==> config.mk <==
export PLATFORM = sky130hd
export DESIGN_NAME = spi_regbank_flat
export DESIGN_NICKNAME = d
export VERILOG_FILES = /design/src/rtl/spi_regbank_if.sv /design/src/rtl/spi_regbank.sv /design/src/flat_wrapper.sv
export SDC_FILE = /design/constraint.sdc
export NUM_CORES = 1
export LEC_CHECK = 0
export CORE_AREA = 5 5 130 132
export DETAILED_ROUTE_END_ITERATION = 16
export DIE_AREA = 0 0 135 137
export PLACE_DENSITY = 0.66
export SLEW_MARGIN = 10
export SYNTH_ARGS = -nofsm -noshare
export SYNTH_HDL_FRONTEND = slang
export SYNTH_SLANG_ARGS = --single-unit
==> constraint.sdc <==
create_clock -name clk -period 4.85 [get_ports clk]
set_input_delay 0.7275 -clock clk [delete_from_list [all_inputs] [get_ports clk]]
set_output_delay 0.7275 -clock clk [all_outputs]
set_load 0.02 [all_outputs]
==> src/rtl/spi_regbank_if.sv <==
// SPI pad-side bundle for spi_regbank.
//   SCLK  : SPI clock from the pad, idles low
//   SV_n  : select, active-low
//   SI    : serial data into the slave
//   SO    : serial data out of the slave
//   so_oe : pad output enable, high while a read data phase is active
// Handshake: a frame is framed by SV_n low; the master changes SI while SCLK is
// low and both sides sample on the SCLK rise (mode 0). The slave moves SO on the
// SCLK fall. There is no valid/ready pair: SV_n low is the only qualifier.
interface spi_regbank_if;
   logic SCLK;
   logic SV_n;
   logic SI;
   logic SO;
   logic so_oe;

   modport master (output SCLK, output SV_n, output SI, input SO, input so_oe);
   modport slave  (input SCLK, input SV_n, input SI, output SO, output so_oe);
endinterface

==> src/rtl/spi_regbank.sv <==
// SPI slave register bank, oversampled in the clk domain.
// Frame: R/W bit (1 = read), ADDR_W address bits, then DATA_W-bit words, MSB
// first, mode 0. Successive words auto-increment the address, wrapping to 0
// after NUM_REGS-1 (or after 2**ADDR_W-1 for an out-of-range start).
// Ports:
//   clk, rst  : system clock (>= 6x SCLK), asynchronous active-high reset
//   spi       : pad bundle (SCLK, SV_n, SI in; SO, so_oe out)
//   regs      : flat register contents, reg k at [k*DATA_W +: DATA_W]
//   wr_stb    : one-clk pulse per committed write
//   wr_addr   : address of the last committed write
//   busy      : synchronised SV_n is low
//   dbg_state : current FSM state (0 IDLE, 1 CMD, 2 DATA)
module spi_regbank #(
   parameter int NUM_REGS    = 8,
   parameter int DATA_W      = 8,
   parameter int ADDR_W      = 7,
   parameter int SYNC_STAGES = 2
) (
   input  logic                       clk,
   input  logic                       rst,
   spi_regbank_if.slave               spi,
   output logic [NUM_REGS*DATA_W-1:0] regs,
   output logic                       wr_stb,
   output logic [ADDR_W-1:0]          wr_addr,
   output logic                       busy,
   output logic [1:0]                 dbg_state
);

   localparam int CNT_MAX = ((ADDR_W + 1) > DATA_W) ? (ADDR_W + 1) : DATA_W;
   localparam int CNT_W   = $clog2(CNT_MAX + 1);

   typedef enum logic [1:0] {
      IDLE = 2'd0,
      CMD  = 2'd1,
      DATA = 2'd2
   } state_t;

   state_t state_q, state_d;

   // Input synchronisers. SV_n resets to 1 so the bank comes out of reset idle.
   logic [SYNC_STAGES-1:0] sclk_sync, svn_sync, si_sync;
   logic                   sclk_d, svn_d;
   logic                   sclk_s, svn_s, si_s;

   always_ff @(posedge clk or posedge rst) begin
      if (rst) begin
         sclk_sync <= '0;
         svn_sync  <= '1;
         si_sync   <= '0;
         sclk_d    <= 1'b0;
         svn_d     <= 1'b1;
      end else begin
         sclk_sync <= {sclk_sync[SYNC_STAGES-2:0], spi.SCLK};
         svn_sync  <= {svn_sync[SYNC_STAGES-2:0], spi.SV_n};
         si_sync   <= {si_sync[SYNC_STAGES-2:0], spi.SI};
         sclk_d    <= sclk_s;
         svn_d     <= svn_s;
      end
   end

   assign sclk_s = sclk_sync[SYNC_STAGES-1];
   assign svn_s  = svn_sync[SYNC_STAGES-1];
   assign si_s   = si_sync[SYNC_STAGES-1];

   logic svn_fall, svn_rise, rise_v, fall_v;
   assign svn_fall = svn_d & ~svn_s;
   assign svn_rise = ~svn_d & svn_s;
   // Gating with synchronised SV_n low drops edges while deselected and also
   // lets an abort win over an SCLK edge landing in the same clk.
   assign rise_v   = sclk_s & ~sclk_d & ~svn_s;
   assign fall_v   = ~sclk_s & sclk_d & ~svn_s;

   // Datapath state
   logic [DATA_W-1:0] reg_q [NUM_REGS];
   logic [ADDR_W-1:0] cmd_sh;      // previous ADDR_W command bits
   logic [DATA_W-2:0] dat_sh;      // previous DATA_W-1 write bits
   logic [DATA_W-1:0] out_sh;
   logic [DATA_W-1:0] wr_word;
   logic [CNT_W-1:0]  cnt_q;
   logic [ADDR_W-1:0] addr_q;
   logic              rw_q;
   logic              so_oe_q;
   logic              commit_q;    // completed write word waits one clk
   logic              load_q;      // next fall loads a fresh word
   logic              hold_q;      // first fall after the command keeps the MSB

   logic [ADDR_W:0]   cmd_next;
   logic [DATA_W-1:0] dat_next;
   logic [ADDR_W-1:0] addr_inc;
   logic              addr_hit;
   logic [DATA_W-1:0] rd_cmd, rd_cur;

   assign cmd_next = {cmd_sh, si_s};
   assign dat_next = {dat_sh, si_s};
   assign addr_inc = (addr_q == ADDR_W'(NUM_REGS - 1)) ? '0 : addr_q + ADDR_W'(1);

   // Out-of-range addresses read as zero and never match a register.
   always_comb begin
      addr_hit = 1'b0;
      rd_cmd   = '0;
      rd_cur   = '0;
      for (int k = 0; k < NUM_REGS; k++) begin
         if (addr_q == ADDR_W'(k)) begin
            addr_hit = 1'b1;
            rd_cur   = reg_q[k];
         end
         if (cmd_next[ADDR_W-1:0] == ADDR_W'(k)) rd_cmd = reg_q[k];
      end
   end

   always_comb begin
      state_d = state_q;
      case (state_q)
         IDLE:    if (svn_fall) state_d = CMD;
         CMD:     if (rise_v && cnt_q == CNT_W'(ADDR_W)) state_d = DATA;
         DATA:    state_d = DATA;
         default: state_d = IDLE;
      endcase
      if (svn_rise) state_d = IDLE;
   end

   always_ff @(posedge clk or posedge rst) begin
      if (rst) state_q <= IDLE;
      else     state_q <= state_d;
   end

   always_ff @(posedge clk or posedge rst) begin
      if (rst) begin
         for (int k = 0; k < NUM_REGS; k++) reg_q[k] <= '0;
         cmd_sh   <= '0;
         dat_sh   <= '0;
         out_sh   <= '0;
         wr_word  <= '0;
         cnt_q    <= '0;
         addr_q   <= '0;
         rw_q     <= 1'b0;
         so_oe_q  <= 1'b0;
         commit_q <= 1'b0;
         load_q   <= 1'b0;
         hold_q   <= 1'b0;
         wr_stb   <= 1'b0;
         wr_addr  <= '0;
      end else begin
         wr_stb <= 1'b0;

         // Commit is independent of the FSM so a word finished just before
         // SV_n rises still lands.
         if (commit_q) begin
            commit_q <= 1'b0;
            addr_q   <= addr_inc;
            if (addr_hit) begin
               wr_stb  <= 1'b1;
               wr_addr <= addr_q;
            end
         end
         for (int k = 0; k < NUM_REGS; k++) begin
            if (commit_q && addr_q == ADDR_W'(k)) reg_q[k] <= wr_word;
         end

         if (svn_rise) begin
            so_oe_q <= 1'b0;
            cnt_q   <= '0;
            load_q  <= 1'b0;
            hold_q  <= 1'b0;
         end else begin
            case (state_q)
               IDLE: if (svn_fall) cnt_q <= '0;
               CMD: begin
                  if (rise_v) begin
                     cmd_sh <= cmd_next[ADDR_W-1:0];
                     if (cnt_q == CNT_W'(ADDR_W)) begin
                        cnt_q  <= '0;
                        rw_q   <= cmd_next[ADDR_W];
                        addr_q <= cmd_next[ADDR_W-1:0];
                        if (cmd_next[ADDR_W]) begin
                           out_sh  <= rd_cmd;
                           so_oe_q <= 1'b1;
                           hold_q  <= 1'b1;
                        end
                     end else begin
                        cnt_q <= cnt_q + CNT_W'(1);
                     end
                  end
               end
               DATA: begin
                  if (rw_q) begin
                     if (rise_v) begin
                        if (cnt_q == CNT_W'(DATA_W - 1)) begin
                           cnt_q  <= '0;
                           addr_q <= addr_inc;
                           load_q <= 1'b1;
                        end else begin
                           cnt_q <= cnt_q + CNT_W'(1);
                        end
                     end
                     if (fall_v) begin
                        if (hold_q) begin
                           hold_q <= 1'b0;
                        end else if (load_q) begin
                           load_q <= 1'b0;
                           out_sh <= rd_cur;
                        end else begin
                           out_sh <= {out_sh[DATA_W-2:0], 1'b0};
                        end
                     end
                  end else if (rise_v) begin
                     dat_sh <= dat_next[DATA_W-2:0];
                     if (cnt_q == CNT_W'(DATA_W - 1)) begin
                        cnt_q    <= '0;
                        wr_word  <= dat_next;
                        commit_q <= 1'b1;
                     end else begin
                        cnt_q <= cnt_q + CNT_W'(1);
                     end
                  end
               end
               default: ;
            endcase
         end
      end
   end

   for (genvar g = 0; g < NUM_REGS; g++) begin : g_regs
      assign regs[g*DATA_W +: DATA_W] = reg_q[g];
   end

   assign spi.SO    = so_oe_q & out_sh[DATA_W-1];
   assign spi.so_oe = so_oe_q;
   assign busy      = ~svn_s;
   assign dbg_state = state_q;

endmodule

==> src/flat_wrapper.sv <==
// flat-port wrapper written by rule: the top's interface ports become plain ports
module spi_regbank_flat 
#(
   parameter int NUM_REGS    = 8,
   parameter int DATA_W      = 8,
   parameter int ADDR_W      = 7,
   parameter int SYNC_STAGES = 2
)
  (clk, rst, regs, wr_stb, wr_addr, busy, dbg_state, spi_SCLK, spi_SV_n, spi_SI, spi_SO, spi_so_oe);
  spi_regbank_if spi_i ();
  input  logic clk;
  input  logic rst;
  output logic [NUM_REGS*DATA_W-1:0] regs;
  output logic wr_stb;
  output logic [ADDR_W-1:0] wr_addr;
  output logic busy;
  output logic [1:0] dbg_state;
  input wire logic [$bits(spi_i.SCLK)-1:0] spi_SCLK;
  input wire logic [$bits(spi_i.SV_n)-1:0] spi_SV_n;
  input wire logic [$bits(spi_i.SI)-1:0] spi_SI;
  output wire logic [$bits(spi_i.SO)-1:0] spi_SO;
  output wire logic [$bits(spi_i.so_oe)-1:0] spi_so_oe;
  assign spi_i.SCLK = spi_SCLK;
  assign spi_i.SV_n = spi_SV_n;
  assign spi_i.SI = spi_SI;
  assign spi_SO = spi_i.SO;
  assign spi_so_oe = spi_i.so_oe;
  spi_regbank #(.NUM_REGS(NUM_REGS), .DATA_W(DATA_W), .ADDR_W(ADDR_W), .SYNC_STAGES(SYNC_STAGES)) u_core (.clk(clk), .rst(rst), .spi(spi_i), .regs(regs), .wr_stb(wr_stb), .wr_addr(wr_addr), .busy(busy), .dbg_state(dbg_state));
endmodule
==> summary.txt <==
Logic synthesis
  – Synth top area share: 0.454
  – Ys flop type: dfrtp_1
  – Synth Instances: 607
  – FF+latch count, synth: 128
  – Syn Nets: 623
  – Yosys top cell by area: dfrtp_1
  – Synthesized area: 0.00689 mm2
  – Post-synth EDFFs: 0
  – Number of synthesis warnings: 0
  – Top post-synthesis cells by area: dfrtp_1 (45%), mux2_2 (14%), mux4_2 (2.9%), o21ai_0 (2.8%), nand2_1 (2.8%)
  – Synth async-reset ratio: 1.00
  – Syn_area_per_cell: 11.4 um2
  – Register area share after synthesis: 0.465
  – Post-synth cell types: 76

Floorplan
  – Die Wd: 135 um
  – I/O pins: 82
  – Die height: 137 um
  – CORE AREA: 0.0156 mm2
  – Die Area: 0.0185 mm2
  – Initial Util: 0.442
  – Core Rows: 46

Setup path
  – End of the critical path: u_core.out_sh[5]$_DFFE_PP0P_
  – Worst reg2reg path depth: 7
  – Delay-heaviest family, CP: adder cells
  – Slowest cell on the critical path: ha_1
  – Worst path max stage delay: 0.92 ns
  – RR Endpoint: u_core.out_sh[5]$_DFFE_PP0P_
  – CP startpoint: u_core.addr_q[0]$_DFF_PP0_
  – Crit path buffers/inverters: 1
  – Worst Setup End Kind: flop
  – Worst reg-to-reg setup slack: 2.05 ns
  – CP max FO: 29
  – Critical path cell sequence: inv_1 > ha_1 > and3b_2 > nor3b_1 > a2111oi_0 > o221ai_1 > a31oi_1
  – Worst path required time: 5.19 ns
  – Crit path arrival time: 3.14 ns
  – WP depth: 7
  – Crit Reg-Reg Startpoint: u_core.addr_q[0]$_DFF_PP0_
  – Worst Setup Path Type: flop to flop
  – Startpoint Class: flop

Final layout
  – ANT cells: 0
  – Final net count: 690
  – Area delta synth->final: 21.2%
  – Layout cells sized above 1: 0.235
  – Final non-filler cell area: 0.00835 mm2

STA
  – RSZ-0062 raised after global routing: false
  – Highest clock rate: 358 MHz
  – # setup viols final: 0
  – Fin Hold WS: 0.347 ns
  – Worst slew pin tran: 1.13 ns
  – Hold Fails Final Rpt: 0
  – Final clock skew: 0.00982 ns
  – Period utilization: 0.576
  – Setup TNS: 0 ns
  – Post-layout min period: 2.80 ns
  – Slew HR: 0.248
  – Final Slew Violations: 0

Global routing
  – Initial antenna violation count: 0
  – Tot GR Track Use: 0.214
  – Overflow after GRT: 0
  – Largest net degree at the start of global routing: 90
  – Vias in the first global route: 5291
  – First-pass GRT wire length: 30400 um

Detailed routing
  – WL met2: 9440 um
  – First-pass DRT Iterations: 6
  – Vias: 5269
  – ANT nets after route: 0
  – DR DRC count: 0
  – DRT iter0 DRCs: 471
  – Via density: 5.84
  – Routed WL: 19100 um
  – Met3 routed WL: 1020 um
  – M1 WL: 8230 um
  – Top routing layer in use: met4
  – Wire length per cell: 21.1 um

Placement
  – Final GP Congestion: 0.952
  – Port Buffers: 81
  – Placed inst area: 0.00779 mm2
  – Post-detail-place hpwl: 13300 um

Pwr
  – Power density cells: 372 mW/mm2
  – Overall power: 3.11 mW
  – Leak: 3.57 nW
  – Peak VDD IR: 0.000272 V

CTS
  – # hold bufs at CTS: 0
  – Worst-skew pair later-pin latency: 0.42 ns
  – Deepest clock path buffer count: 2
  – Clk sink count: 128
  – Post-CTS resize count: 0
  – Clock slew at reported path FFs: 0.06 ns
  – Post CTS Setup Buffer Count: 0
  – CTS tree: yes
  – H-tree depth: 4
  – Inserted Clock Buffers: 17
  – CTS root buffer: clkbuf_16

Min path
  – Hold Path Class: flop to flop

Run
  – Max Cap Violations: 0

Run status
  – Status: complete, no violations
-- layout make-up --
class	instances	area, um2
Clock buffer	19	453
Clock inverter	12	111
Fill cell	1361	7240
Inverter	16	65.1
Multi-Input combinational cell	427	3400
Sequential cell	128	3210
Tap cell	216	270
Timing Repair Buffer	84	846
-- layer usage --
layer | global-route usage | up-vias
met5 | 0 | -
met4 | 0.0633 | 0
met3 | 0.0496 | 29
met2 | 0.359 | 199
met1 | 0.280 | 2665
li1 | - | 2376
-- registers in the layout, indices dropped and copies added, names as in the netlist, 4 cells and up --
register and count:
u_core.cnt_q 4, u_core.dat_sh 7, u_core.wr_addr 7, u_core.cmd_sh 7, u_core.wr_word 8, u_core.out_sh 8
u_core.addr_q 7, u_core.regs 64
-- cell families after synthesis --
group | synth area share
multiplexers | 0.197
AND/OR/NAND/NOR | 0.155
adder cells (fa/ha/maj) | 0.0200
AO/OA/AOI/OAI | 0.113
buffers and inverters | 0.0414
flip-flops | 0.465
XOR/XNOR | 0.00763
-- synth_stat cells, types with 3 or more instances --
master / number
inv_1: 16
nor2_1: 24
nor3_1: 8
nor3b_1: 6
nand2_2: 3
o221ai_1: 6
dfstp_2: 3
a21oi_1: 16
o21ai_0: 39
nand4_1: 12
a221o_1: 4
a221oi_1: 4
and3_1: 4
nand3_1: 18
clkbuf_8: 6
nand3_2: 4
ha_1: 11
dfrtp_1: 125
xor2_1: 3
mux4_2: 9
nor2b_1: 14
a2bb2oi_1: 3
o211ai_1: 3
a32oi_1: 5
mux2_2: 86
buf_2: 9
mux2i_1: 19
clkbuf_1: 15
nand2b_1: 7
nand3_4: 3
nand2_1: 52
and2_1: 3
buf_1: 3
xnor2_1: 3
a31oi_1: 7
-- where the power goes --
group	total (mW)	internal, mW	switching [mW]
registers	1.24	1.15	0.0885
logic	0.652	0.254	0.398
clock network	1.22	0.730	0.490
-- worst reg2reg max path: cells and delay by family (launching register included) --
kind                     cells  cell delay, ns
AO/OA/AOI/OAI                3            0.79
flip-flops                   1            0.46
buffers and inverters        1            0.14
adder cells (fa/ha/maj)      1            0.92
AND/OR/NAND/NOR              2            0.41
-- per-stage QoR --
stage / worst slack (ns) / utilization / cells
after floorplan: 0.715 / - / 607
after global placement: 2.15 / 0.499 / 871
after detailed placement: 2.15 / 0.499 / 871
after CTS: 2.12 / 0.535 / 902
after global routing: 1.79 / 0.536 / 902
final: 2.05 / 0.536 / 902
-- placed cells by master, fill, tap and decap left out, types with 4 or more instances in the layout --
cell type / count
nand4_1: 12
inv_1: 15
a21oi_1: 16
nor3b_1: 6
nand2_1: 52
nor3_1: 8
nor2b_1: 14
o21ai_0: 39
and3_1: 4
nand3_2: 4
a32oi_1: 5
nand2b_1: 7
mux2i_1: 19
dfrtp_1: 125
nand3_1: 18
o221ai_1: 6
a221o_1: 4
nor2_1: 24
clkbuf_16: 17
clkdlybuf4s50_1: 81
mux2_2: 86
ha_1: 11
mux4_2: 9
a31oi_1: 7
a221oi_1: 4
-- worst min path at each step --
stage | end | depth (start not counted) | startpoint
6_report | u_core.si_sync[1]$_DFF_PP0_ | 0 | u_core.si_sync[0]$_DFF_PP0_
3_3_place_gp | u_core.si_sync[1]$_DFF_PP0_ | 0 | u_core.si_sync[0]$_DFF_PP0_
4_1_cts | u_core.si_sync[1]$_DFF_PP0_ | 0 | u_core.si_sync[0]$_DFF_PP0_
2_1_floorplan | u_core.sclk_sync[1]$_DFF_PP0_ | 0 | u_core.sclk_sync[0]$_DFF_PP0_
5_1_grt | u_core.svn_sync[1]$_DFF_PP1_ | 0 | u_core.svn_sync[0]$_DFF_PP1_
3_5_place_dp | u_core.si_sync[1]$_DFF_PP0_ | 0 | u_core.si_sync[0]$_DFF_PP0_
(Power assumes the default switching activity.)
